## config.mk

```make
export PLATFORM = sky130hd
export DESIGN_NAME = regfile_wb_arbiter
export DESIGN_NICKNAME = d
export VERILOG_FILES = /design/src/rtl/regfile_wb_arbiter.sv
export SDC_FILE = /design/constraint.sdc
export NUM_CORES = 1
export LEC_CHECK = 0
export ABC_AREA = 1
export BUFFER_PORTS_ARGS = -buffer_cell sky130_fd_sc_hd__buf_2
export CAP_MARGIN = 20
export CORE_ASPECT_RATIO = 0.7
export CORE_MARGIN = 2
export CORE_UTILIZATION = 45
export DETAILED_ROUTE_END_ITERATION = 8
export GPL_TIMING_DRIVEN = 0
export PLACE_DENSITY = 0.92
export SLEW_MARGIN = 20
export SYNTH_ARGS = -nofsm -noshare
export SYNTH_HDL_FRONTEND = slang
export SYNTH_SLANG_ARGS = --single-unit
```

## constraint.sdc

```tcl
create_clock -name clk -period 2.95 [get_ports clk]
set_input_delay 0.1475 -clock clk [delete_from_list [all_inputs] [get_ports clk]]
set_output_delay 0.1475 -clock clk [all_outputs]
set_load 0.03 [all_outputs]
```

## src/rtl/regfile_wb_arbiter.sv

```systemverilog
// -----------------------------------------------------------------------------
// regfile_wb_arbiter
//
// Arbitrates the single register-file write port between NREQ writeback
// sources. It uses round-robin order and a valid/grant handshake. The grant is
// combinational. The resulting write command (wr_en/wr_addr/wr_data) is
// registered on the rising edge, so it is stable half a cycle before the
// falling-edge register file captures it.
//
// Ports
//   clk         in   clock; all state updates on the rising edge
//   reset       in   asynchronous active-low reset (0 = in reset)
//   hold        in   1 = issue no grants (pipeline freeze)
//   req         in   [NREQ]         per-requester write request, held until granted
//   req_addr    in   [NREQ*ADDR_W]  requester i address at [i*ADDR_W +: ADDR_W]
//   req_data    in   [NREQ*DATA_W]  requester i data at [i*DATA_W +: DATA_W]
//   gnt         out  [NREQ]         one-hot grant, same cycle as the transfer
//   wr_en       out  registered write enable (suppressed for register 0)
//   wr_addr     out  [ADDR_W]       registered write address
//   wr_data     out  [DATA_W]       registered write data
//   contention  out  registered; 1 after a transfer cycle with >= 2 requests
//   grant_cnt   out  [16]           registered count of transfers, wraps
// -----------------------------------------------------------------------------
module regfile_wb_arbiter #(
  parameter int NREQ   = 3,
  parameter int DATA_W = 32,
  parameter int ADDR_W = 5
) (
  input  logic                     clk,
  input  logic                     reset,
  input  logic                     hold,
  input  logic [NREQ-1:0]          req,
  input  logic [NREQ*ADDR_W-1:0]   req_addr,
  input  logic [NREQ*DATA_W-1:0]   req_data,
  output logic [NREQ-1:0]          gnt,
  output logic                     wr_en,
  output logic [ADDR_W-1:0]        wr_addr,
  output logic [DATA_W-1:0]        wr_data,
  output logic                     contention,
  output logic [15:0]              grant_cnt
);

  localparam int PTR_W = $clog2(NREQ);

  logic [PTR_W-1:0]  rr_ptr_q;
  logic [PTR_W-1:0]  rr_ptr_d;
  logic [PTR_W-1:0]  gnt_idx;
  logic              transfer;
  logic              wr_en_q;
  logic [ADDR_W-1:0] wr_addr_q;
  logic [DATA_W-1:0] wr_data_q;
  logic              contention_q;
  logic [15:0]       grant_cnt_q;
  logic [ADDR_W-1:0] sel_addr;

  // Round-robin search starting at rr_ptr_q. The grant is gated by reset, so
  // gnt stays 0 while reset is asserted, whatever req is doing.
  always_comb begin
    // NOTE: every output of this block gets a default first. Otherwise a path
    // that skips the assignment would infer a latch.
    gnt      = '0;
    gnt_idx  = '0;
    transfer = 1'b0;
    if (reset && !hold) begin
      for (int k = 0; k < NREQ; k++) begin
        if (!transfer && req[(int'(rr_ptr_q) + k) % NREQ]) begin
          transfer = 1'b1;
          gnt_idx  = PTR_W'((int'(rr_ptr_q) + k) % NREQ);
          gnt[(int'(rr_ptr_q) + k) % NREQ] = 1'b1;
        end
      end
    end
  end

  // After a grant to i the search starts at i+1, wrapping modulo NREQ.
  always_comb begin
    rr_ptr_d = rr_ptr_q;
    if (transfer) begin
      rr_ptr_d = (gnt_idx == PTR_W'(NREQ - 1)) ? '0 : gnt_idx + PTR_W'(1);
    end
  end

  assign sel_addr = req_addr[int'(gnt_idx)*ADDR_W +: ADDR_W];

  // NOTE: sequential state uses non-blocking assignments only. Every register
  // then samples the pre-edge values, whatever order the lines are in.
  always_ff @(posedge clk or negedge reset) begin
    if (!reset) begin
      rr_ptr_q     <= '0;
      wr_en_q      <= 1'b0;
      wr_addr_q    <= '0;
      wr_data_q    <= '0;
      contention_q <= 1'b0;
      grant_cnt_q  <= '0;
    end else begin
      rr_ptr_q     <= rr_ptr_d;
      contention_q <= transfer && ($countones(req) >= 2);
      if (transfer) begin
        // A write to register 0 is still accepted and counted. It is never
        // presented to the register file.
        wr_en_q     <= (sel_addr != '0);
        wr_addr_q   <= sel_addr;
        wr_data_q   <= req_data[int'(gnt_idx)*DATA_W +: DATA_W];
        grant_cnt_q <= grant_cnt_q + 16'd1;
      end else begin
        wr_en_q <= 1'b0;
      end
    end
  end

  assign wr_en      = wr_en_q;
  assign wr_addr    = wr_addr_q;
  assign wr_data    = wr_data_q;
  assign contention = contention_q;
  assign grant_cnt  = grant_cnt_q;

endmodule
```

Yosys cells after proc, flatten, opt, wreduce, memory -nomap -nowiden
Index checks and enable logic that the tools add are counted.

storage, ports and cells
  output and inout bits = 58
  bits in writable memories = 0
  bits in latches = 0
  word-level logic and storage cells = 72
  memories kept = 0
  flip-flop bits (word level) = 57
  memory bits (read-only) = 0

cells by class
  divide/modulo/power cells = 3
  magnitude comparators = 7
  bitwise logic cells = 2
  multiply operators = 1
  reductions and logical operators = 11
  shift operators = 2
  multiplexer cells = 33
  $add $sub $neg = 6
  eq/ne operators = 1

operators with widths
  operator                 number
  $ge A32 B1 Y1 const B    3
  $lt A32 B4 Y1 const B    3
  $shiftx A96 B8 Y32       1
  $mod A32 B3 Y32 const B  2
  $mod A3 B3 Y32 const B   1
  $mux W3                  6
  $add A16 B1 Y16 const B  1
  $mux W1                  16
  $shiftx A15 B6 Y5        1
  $mux W2                  5
  $logic_and A1 B1 Y1      7
  $bmux W1 S2              3
  $demux W1 S2             3
  $or A3 B3 Y3             2
  $mul A2 B3 Y5 const B    1
  $reduce_bool A5 Y1       1
  $add A2 B1 Y3            1
  $add A2 B1 Y3 const B    1
  $add A2 B2 Y3 const B    1
  $ge A3 B2 Y1 const B     1
  $logic_not A1 Y1         3
  $add A1 B1 Y2            1
  $add A2 B1 Y2 const B    1
  $eq A2 B2 Y1 const B     1

Logic depth before layout (Yosys ltp)
Gate-level depths: netlist of run 1.

  depth after elaboration = 18
  depth in mapped cells = 19
  gate-level depth less buffers = 18

Worst setup path before layout of run 1
No wires, ideal clock.

  path type = reg2reg
  start = register rr_ptr_q[0]
  end = register wr_data_q[17] (netlist: wr_data[17])
  path slack = 809 ps
  clock period less this slack = 2,141 ps
  path buffers = 1
  data required time = 2,830 ps
  arrival = 2,022 ps
  stages on the path, launching flop included = 15
  cell sequence = dfrtp_1 > inv_1 > ha_1 > inv_2 > o31ai_4 > nand3_1 > nand2_1 > nand2_1 > nand2_4 > inv_2 > buf_6 > nand2_1 > nand4_1 > o21ai_0 > inv_1

on the way
  cells in the longest elaborated chain, start to end = 15
  elaborated cells between the ends (all ways) = 29
  classes of those cells = add/sub (2); div (3); shift (1); mux (19); reduce/logical (4)

ends and longest elaborated chain
  what                                                      line  text
  start, declared                                           45    logic [PTR_W-1:0] rr_ptr_q;
  start signal, assigned                                    96    rr_ptr_q <= rr_ptr_d;
  branches (longest 15 deep; another with $mod A32 B3 Y32)  n/a
  end signal, assigned                                      103   wr_data_q <= req_data[int'(gnt_idx)*DATA_W +: DATA_W];
  end, declared                                             51    logic [DATA_W-1:0] wr_data_q;

Several ways; the timed one is not identified. The select of a mux whose other input is x is not followed.
A chain may end at the register's enable or synchronous reset.

Worst setup path after layout of run 1
Same ends and word-level chain as after synthesis.

==> results of run 1 <==
-- layout by cell type (no fill, tap or decap), types with 6 or more instances in the layout --
master and n:
buf_2 177, nand2_1 165, dfrtp_1 57, inv_1 29, nand4_1 27, nor2_1 26, nand3_1 18, o21ai_0 15
clkbuf_8 12, xor2_1 10, inv_2 8, a41oi_1 7, clkbuf_1 6, ha_1 6
-- metal layers --
| layer | track usage [%] | vias up | share of wire, % |
|---|---|---|---|
| li1 | - | 1721 | - |
| met3 | 5.61 | 11 | 6.7 |
| met1 | 30.8 | 1666 | 43 |
| met2 | 43.2 | 145 | 49 |
| met4 | 8.30 | 0 | 1.0 |
| met5 | 0 | - | 0 |
-- power breakdown --
part / switching [mW] / total [mW] / internal, mW
clock: 0.315 / 0.772 / 0.458
sequential: 0.204 / 1.31 / 1.10
combinational: 1.73 / 2.49 / 0.761
total: 2.25 / 4.57 / 2.32
-- worst max path at each step --
stage	endpoint	slack, ps	depth (start not counted)
finish	wr_data[17]	320	14
global route	wr_data[18]	120	16
CTS	wr_data[18]	350	16
detailed placement	wr_data[13]	370	16
global placement	wr_data[24]	140	9
floorplan	wr_data[17]	810	14
-- worst max-delay path, cell delays in order (launching register included) --
cell and delay (ps):
dfrtp_1 390, inv_1 100, ha_1 430, inv_2 120
o31ai_4 310, nand3_1 160, nand2_1 140, nand2_1 150
nand2_4 170, inv_2 100, buf_6 150, nand2_1 60
nand4_1 80, o21ai_0 110, inv_1 60
-- state kept, by name, indices dropped and copies added, names as in the netlist --
| signal | count |
|---|---|
| wr_en | 1 |
| contention | 1 |
| grant_cnt | 16 |
| wr_data | 32 |
| wr_addr | 5 |
| rr_ptr_q | 2 |
-- cell type report --
type / instances / area [µm²] / share of cell area [%]
multi-input combinational: 307 / 1540 / 35.0
sequential: 57 / 1430 / 32.3
timing repair buffer: 175 / 883 / 20.0
clock buffer: 12 / 165 / 3.74
inverter: 38 / 143 / 3.23
tap: 94 / 118 / 2.67
buffer: 15 / 83.8 / 1.90
clock inverter: 4 / 50.0 / 1.13
-- kinds of logic after synthesis --
logic type / Yosys count / synth area share (%)
AO/OA/AOI/OAI: 34 / 6.85
adder cells (fa/ha/maj): 6 / 2.35
XOR/XNOR: 15 / 4.11
buffers and inverters: 53 / 7.08
flip-flops: 57 / 44.6
AND/OR/NAND/NOR: 252 / 35.0
-- through the flow --
step | std cells | area, µm² | power [mW]
after floorplan | 417 | 3200 | 3.04
after global placement | 685 | 4190 | 3.70
after detailed placement | 685 | 4190 | 3.79
after CTS | 702 | 4410 | 4.58
after global routing | 702 | 4410 | 4.88
final | 702 | 4410 | 4.57
-- what timing repair did --
action	in CTS	in global routing
resized for setup	0	0
hold buffers	1	0
setup buffers	0	0
hold endpoints to repair	57	0
endpoints found under the setup margin	0	0
==> flow_metrics.py, run 1 <==
metrics = {
    "status": {
        "status": "completed",
    },
    "cts": {
        "cts_buffer_depth": 2,
        "cts_sinks": 57,
        "numCtsBuffers": 9,
        "path_clk_slew_ps": 70,
        "htreeDepth": 3,
        "cts_root_buffer": "clkbuf_8",
        "cts_tree": "yes",
        "clk_latency_ps": 330,
    },
    "yosys": {
        "synthTopCellsByArea": "dfrtp_1 45%, nand2_1 19%, nand4_1 5.3%",
        "postSynthAreaPerCell_um2": 7.67,
        "yosys_warnings": 0,
        "yosysMostFrequentCell": "nand2_1",
        "synthCells": 417,
        "synth_edf_count": 0,
        "async_flop_share_pct": 100,
        "synth_nets": 540,
        "yosysUniqueCellTypes": 33,
        "yosys-top-cells-count": "165 x nand2_1, 57 x dfrtp_1, 29 x inv_1",
        "yosysTopAreaCell": "dfrtp_1",
        "synth_ff_type": "dfrtp_1",
        "seq_area_frac_synth_pct": 44.6,
        "synth.cell_area_um2": 3200,
        "synth-seq-cells": 57,
        "yosysTopAreaCellShare_pct": 44.6,
    },
    "worst_setup_path": {
        "endpoint_kind": "flop",
        "crit_type": "flop to flop",
        "startpoint_type": "flop",
        "r2r-end": "wr_data[17]",
        "cp.required_ps": 3160,
        "ff2ff_setup_slack_ps": 320,
        "timing.rr.start": "rr_ptr_q[0]",
        "worst-endpoint-arrival_ps": 2850,
        "ff2ff_path_depth": 14,
        "critPathLaunch": "rr_ptr_q[0]",
        "crit_fanout": 10,
    },
    "place": {
        "hpwl_mm": 7.51,
        "gp_congestion": 1.00,
        "dp_slack_ps": 373,
        "io_buffers": 174,
    },
    "min_path": {
        "hold_end": "wr_data[0]",
        "worstHoldPathCells": 3,
        "holdCritPathClass": "input pin to flop",
        "hold_start": "req_data[0]",
    },
    "finish": {
        "drive_gt1_share_pct": 36.2,
        "final_util_pct": 64.7,
        "diodes": 0,
        "fillers": 619,
        "areaGrowthSynthToFinish_pct": 38.0,
        "num-nets-final": 726,
    },
    "timing": {
        "fmax_ghz": 0.380,
        "final-hold-violation-count": 0,
        "holdWs_ps": 28.4,
        "tightest_slew_ps": 727,
        "worst_clock_skew_ps": 9.72,
        "post-route-period-util_pct": 89.3,
        "fin_ws_ps": 316,
        "tns_ps": 0,
        "slew-limit-headroom_pct": 51.5,
        "setup_viol": 0,
        "layout_min_cycle_time_ps": 2630,
        "report.final.slew_viol_count": 0,
        "rsz0062_at_grt": "false",
    },
    "drt": {
        "wl_per_cell_um": 13.7,
        "drt_drc_violations_left": 0,
        "wl_mm": 9.61,
        "drtIter0Drc": 197,
        "first_pass_iters": 4,
        "antenna_left": 0,
        "via_per_inst": 5.05,
        "via_count": 3543,
    },
    "grt": {
        "grt_pass1_vias": 3327,
        "grt_max_degree": 59,
        "gr-total-overflow": 0,
        "grt_pass1_wl_mm": 15.2,
        "track_usage_pct": 24.6,
        "antenna_found_initial": 0,
    },
    "floorplan": {
        "coreArea_um2": 6820,
        "die_h_um": 74.5,
        "die_area_um2": 7810,
        "io_pins": 175,
        "dieWidth_um": 105,
        "rows": 25,
        "initial_core_util_pct": 46.9,
    },
    "power_and_ir_drop": {
        "p_leak_nw": 2.38,
        "power_density_nw_per_um2": 1040,
        "irDropWorstVdd_uv": 555,
    },
    "flow_run": {
        "drv_cap": 0,
    },
}
Power figures use the tool's default switching activity.
==> inputs of run 2 (changes only) <==
--- a/config.mk
+++ b/config.mk
@@ -13,6 +13,7 @@
 export CORE_UTILIZATION = 45
 export DETAILED_ROUTE_END_ITERATION = 8
 export GPL_TIMING_DRIVEN = 0
+export HOLD_SLACK_MARGIN = 0.12
 export PLACE_DENSITY = 0.92
 export SLEW_MARGIN = 20
 export SYNTH_ARGS = -nofsm -noshare
==> flow_metrics.py, run 2 (synthesized netlist as in run 1, its figures left out) <==
metrics = {
    "finish": {
        "layout_common_cells": "176 x buf_2, 164 x nand2_1, 70 x dlygate4sd3_1",
        "num-nets-final": 797,
        "fillers": 511,
        "layoutNonFillerInstCount": 773,
        "final_util_pct": 75.8,
        "final_common_cell": "buf_2",
        "largest_register_ffs": 32,
        "areaGrowthSynthToFinish_pct": 61.7,
        "diodes": 0,
        "drive_gt1_share_pct": 33.6,
        "multiInputGateArea_um2": 1580,
        "regArea_um2": 1430,
    },
    "grt": {
        "grt_pass1_vias": 4151,
        "grt_pass1_wl_mm": 19.6,
        "gr-total-overflow": 0,
        "grt_max_degree": 59,
        "antenna_found_initial": 0,
        "track_usage_pct": 32.6,
    },
    "floorplan": {
        "die_area_um2": 7810,
        "io_pins": 175,
        "initial_core_util_pct": 46.9,
        "die_h_um": 74.5,
        "dieWidth_um": 105,
        "rows": 25,
        "coreArea_um2": 6820,
    },
    "timing": {
        "holdWs_ps": 139,
        "fin_ws_ps": 144,
        "worst_clock_skew_ps": 7.52,
        "slew-limit-headroom_pct": 64.8,
        "setup_viol": 0,
        "tightest_slew_ps": 527,
        "layout_min_cycle_time_ps": 2810,
        "final-hold-violation-count": 0,
        "report.final.slew_viol_count": 0,
        "fmax_ghz": 0.356,
        "post-route-period-util_pct": 95.1,
    },
    "place": {
        "dp_cells": 685,
        "dp_slack_ps": 373,
        "gp_congestion": 1.00,
        "hpwl_mm": 7.51,
        "io_buffers": 174,
    },
    "worst_setup_path": {
        "startpoint_type": "flop",
        "endpoint_kind": "flop",
        "crit_type": "flop to flop",
        "worst-endpoint-arrival_ps": 3080,
        "ff2ff_setup_slack_ps": 140,
        "ff2ff_path_depth": 12,
        "crit_fanout": 10,
        "cp.required_ps": 3220,
    },
    "cts": {
        "cts_root_buffer": "clkbuf_8",
        "numCtsBuffers": 9,
        "path_clk_slew_ps": 70,
        "cts_buffer_depth": 2,
        "cts_tree": "yes",
        "clk_latency_ps": 330,
        "htreeDepth": 3,
        "cts_sinks": 57,
    },
    "flow_run": {
        "drv_cap": 0,
    },
    "power_and_ir_drop": {
        "power_frac_comb_pct": 56.9,
        "p_seq_share_pct": 27.2,
        "p_switching_mw": 2.42,
        "p_clk_share_pct": 15.9,
        "irDropWorstVdd_uv": 551,
        "internal_power_mw": 2.49,
        "power_density_nw_per_um2": 951,
        "p_sw_share_pct": 49.3,
        "p_leak_nw": 2.69,
    },
    "min_path": {
        "worstHoldPathCells": 5,
        "holdCritPathClass": "input pin to flop",
    },
    "drt": {
        "antenna_left": 0,
        "via_count": 4181,
        "wl_mm": 12.9,
        "drtIter0Drc": 299,
        "first_pass_iters": 5,
        "wl_per_cell_um": 16.7,
        "drt_drc_violations_left": 0,
        "via_per_inst": 5.41,
    },
    "status": {
        "status": "completed",
    },
}
[run 2: changes by cell type in the layout (fill, tap and decap cells not counted), sizes merged]
| cell | delta |
|---|---|
| clkbuf | +1 |
| dlygate4sd3 | +69 |
| buf | +1 |
[run 2: routing by layer]
layer | vias to the layer above | part of all wire [%] | GRT usage [%]
met1 | 1924 | 37 | 36.4
met2 | 316 | 48 | 57.4
li1 | 1863 | - | -
met3 | 78 | 9.6 | 8.68
met4 | 0 | 5.1 | 20.1
met5 | - | 0 | 0
[run 2: what timing repair did]
item,in CTS,in global routing
hold endpoints to repair,83,0
gates resized for setup,0,16
endpoints found under the setup margin,0,5
buffers inserted,0,2
hold buffers,70,0
[run 2: power groups by stage]
stage,Clock [mW],Sequential (mW),Combinational [mW]
after floorplan,0,1.91,1.13
after global placement,0,1.30,2.40
after detailed placement,0,1.32,2.48
after CTS,0.791,1.31,2.62
after global routing,0.825,1.37,3.00
final,0.781,1.33,2.80
[run 2: critical path, cell delays in order, from the launching register on]
cell           delay, ps
dfrtp_1              430
inv_2                 90
ha_4                 320
inv_4                 60
o31ai_4              280
nand3_1              200
nand2_4              170
nand2_4               80
inv_2                130
buf_4                200
nand2_1              100
nand4_1              120
dlygate4sd3_1        560
[run 2: through the flow]
stage | area [µm²] | setup TNS, ps | total power, mW
3_3_place_gp | 4190 | 0 | 3.70
4_1_cts | 5100 | 0 | 4.72
5_1_grt | 5170 | -5.13 | 5.20
2_1_floorplan | 3200 | 0 | 3.04
3_5_place_dp | 4190 | 0 | 3.79
6_report | 5170 | 0 | 4.91
[run 2: cell type report]
cell class              count  area share (%)
plain buffers              15            1.69
clock buffers              12            3.20
clock inverters             4           0.968
inverters                  38            2.86
multi-input cells         307            30.6
flip-flops and latches     57            27.6
well taps                  94            2.28
repair buffers            246            30.8
[run 2: worst paths after layout]
path / startpoint / endpoint
setup / recovery: rr_ptr_q[0] / wr_data[4]
hold / removal: req_data[40] / wr_data[8]
setup reg to reg: rr_ptr_q[0] / wr_data[4]
hold reg to reg: wr_data[8] / wr_data[8]
max in group asynchronous: reset / wr_data[27]
min in group asynchronous: reset / grant_cnt[7]
==> inputs of run 3 (changes only) <==
--- a/config.mk
+++ b/config.mk
@@ -8,7 +8,7 @@
 export ABC_AREA = 1
 export BUFFER_PORTS_ARGS = -buffer_cell sky130_fd_sc_hd__buf_2
 export CAP_MARGIN = 20
-export CORE_ASPECT_RATIO = 0.7
+export CORE_ASPECT_RATIO = 1.5
 export CORE_MARGIN = 2
 export CORE_UTILIZATION = 45
 export DETAILED_ROUTE_END_ITERATION = 8
@@ -19,3 +19,4 @@
 export SYNTH_ARGS = -nofsm -noshare
 export SYNTH_HDL_FRONTEND = slang
 export SYNTH_SLANG_ARGS = --single-unit
+export TNS_END_PERCENT = 5
==> flow_metrics.py, run 3 (synthesized netlist as in run 1, its figures left out) <==
metrics = {
    "floorplan": {
        "rows": 37,
        "die_h_um": 107,
        "io_pins": 175,
        "dieWidth_um": 72.8,
        "initial_core_util_pct": 46.7,
        "die_area_um2": 7810,
        "coreArea_um2": 6850,
    },
    "power_and_ir_drop": {
        "power_density_nw_per_um2": 949,
        "p_seq_share_pct": 27.9,
        "p_switching_mw": 2.42,
        "p_leak_nw": 2.65,
        "total_power_mw": 4.80,
        "power_frac_comb_pct": 59.0,
        "internal_power_mw": 2.38,
        "irDropWorstVdd_uv": 710,
        "p_clk_share_pct": 13.1,
        "p_sw_share_pct": 50.3,
    },
    "flow_run": {
        "drv_cap": 0,
    },
    "worst_setup_path": {
        "ff2ff_setup_slack_ps": 160,
        "worstSetupPathDepth": 16,
        "endpoint_kind": "flop",
        "cp.required_ps": 3220,
        "cpMostUsedCell": "nand2_1",
        "critPathSlowestCell": "dlygate4sd3_1",
        "cp_num_buf_inv": 3,
        "crit_fanout": 8,
        "startpoint_type": "flop",
        "crit_type": "flop to flop",
        "ff2ff_path_depth": 16,
        "critical-path-top-delay-family": "simple AND/OR/NAND/NOR gates",
        "timing.rr.start": "rr_ptr_q[0]",
        "cp_slowest_stage_delay_ps": 560,
        "r2r-end": "wr_data[4]",
        "path_cells": "inv_2 -> ha_2 -> inv_4 -> nand2_1 -> nand3_1 -> nand2_1 -> nand2_1 -> nand2_1 -> nand2_1 -> nand2_2 -> nand2_4 -> nand2_4 -> nor2_4 -> nand2_1 -> nand4_1 -> dlygate4sd3_1",
        "worst-endpoint-arrival_ps": 3060,
    },
    "finish": {
        "fillers": 501,
        "drive_gt1_share_pct": 33.6,
        "diodes": 0,
        "layout_common_cells": "175 x buf_2, 163 x nand2_1, 67 x dlygate4sd3_1",
        "largest_register_ffs": 32,
        "areaGrowthSynthToFinish_pct": 58.2,
        "final_common_cell": "buf_2",
        "num-nets-final": 795,
    },
    "timing": {
        "final-hold-violation-count": 0,
        "post-route-period-util_pct": 94.7,
        "tightest_slew_ps": 519,
        "holdWs_ps": 139,
        "slew-limit-headroom_pct": 65.4,
        "setup_viol": 0,
        "worst_clock_skew_ps": 8.02,
        "layout_min_cycle_time_ps": 2790,
        "fin_ws_ps": 156,
        "report.final.slew_viol_count": 0,
        "fmax_ghz": 0.358,
    },
    "grt": {
        "antenna_found_initial": 0,
        "grt_pass1_wl_mm": 20.0,
        "gr-total-overflow": 0,
        "grt_max_degree": 59,
        "track_usage_pct": 33.8,
        "grt_pass1_vias": 4284,
    },
    "place": {
        "hpwl_mm": 7.66,
        "dp_slack_ps": 368,
        "gp_congestion": 0.934,
        "io_buffers": 174,
    },
    "min_path": {
        "hold_end": "wr_data[8]",
        "hold_start": "req_data[72]",
        "worstHoldPathCells": 5,
        "holdCritPathClass": "input pin to flop",
    },
    "cts": {
        "cts_buffer_depth": 2,
        "cts_root_buffer": "clkbuf_8",
        "cts_sinks": 57,
        "path_clk_slew_ps": 60,
        "numCtsBuffers": 9,
        "htreeDepth": 3,
        "clk_latency_ps": 330,
        "cts_tree": "yes",
    },
    "drt": {
        "via_count": 4119,
        "wl_per_cell_um": 17.0,
        "wl_mm": 12.8,
        "first_pass_iters": 5,
        "drt_drc_violations_left": 0,
        "antenna_left": 0,
        "via_per_inst": 5.46,
        "drtIter0Drc": 299,
    },
    "status": {
        "status": "completed",
    },
}
==> run 3: changes by cell type in the layout (fill, tap and decap cells not counted), moves of 2 or more <==
cell / before / now
dlygate4sd3_1: 70 / 67
buf_4: 4 / 6
ha_4: 2 / 0
nand2_2: 4 / 6
clkbuf_1: 5 / 7
==> run 3: area by class of cell <==
type / count / area [µm²] / share of cell area [%]
plain buffers: 15 / 90.1 / 1.78
clock buffers: 12 / 145 / 2.87
clock inverters: 3 / 17.5 / 0.346
inverters: 38 / 151 / 2.99
multi-input cells: 308 / 1570 / 30.9
flip-flops and latches: 57 / 1430 / 28.2
well taps: 78 / 97.6 / 1.93
repair buffers: 243 / 1570 / 30.9
==> run 3: worst register-to-register path, stage by stage, from the launching register on <==
cell           delay, ps
dfrtp_1              410
inv_2                 90
ha_2                 320
inv_4                110
nand2_1               50
nand3_1               70
nand2_1               80
nand2_1              110
nand2_1               70
nand2_1               80
nand2_2               90
nand2_4              120
nand2_4              120
nor2_4               230
nand2_1              120
nand4_1              110
dlygate4sd3_1        560
==> run 3: what timing repair did <==
item	CTS	global route
endpoints found under the hold margin	84	0
setup endpoints to repair	0	7
gates resized for setup	0	17
hold buffers	67	0
setup buffers	0	2
==> run 3: power by group through the flow <==
| stage | combinational [mW] | clock [mW] | sequential (mW) |
|---|---|---|---|
| after floorplan | 1.13 | 0 | 1.91 |
| after global placement | 2.42 | 0 | 1.31 |
| after detailed placement | 2.48 | 0 | 1.32 |
| after CTS | 2.64 | 0.630 | 1.31 |
| after global routing | 3.04 | 0.676 | 1.37 |
| final | 2.83 | 0.629 | 1.34 |
==> run 3: worst max-delay path by stage <==
stage | slack, ps | end | startpoint
floorplan | 810 | wr_data[17] | rr_ptr_q[0]
global placement | 160 | wr_data[24] | reset
detailed placement | 370 | wr_data[18] | rr_ptr_q[0]
CTS | 60 | wr_data[4] | reset
global route | -6 | wr_data[4] | reset
finish | 160 | wr_data[4] | rr_ptr_q[0]
==> run 3: routing by layer <==
layer / vias to the layer above / routed length, µm / GRT usage (%)
li1: 1862 / - / -
met1: 1874 / 4440 / 35.5
met2: 290 / 6270 / 55.7
met3: 93 / 1130 / 10.3
met4: 0 / 989 / 24.7
met5: - / 0 / 0
==> run 3: metrics by stage <==
step                      instance area (µm²)  setup TNS [ps]  utilization (%)  std cells
after floorplan                          3200               0                -        417
after global placement                   4170               0             60.8        669
after detailed placement                 4170               0             60.8        669
after CTS                                5000               0             73.0        751
after global routing                     5060           -6.14             73.8        754
final                                    5060               0             73.8        754
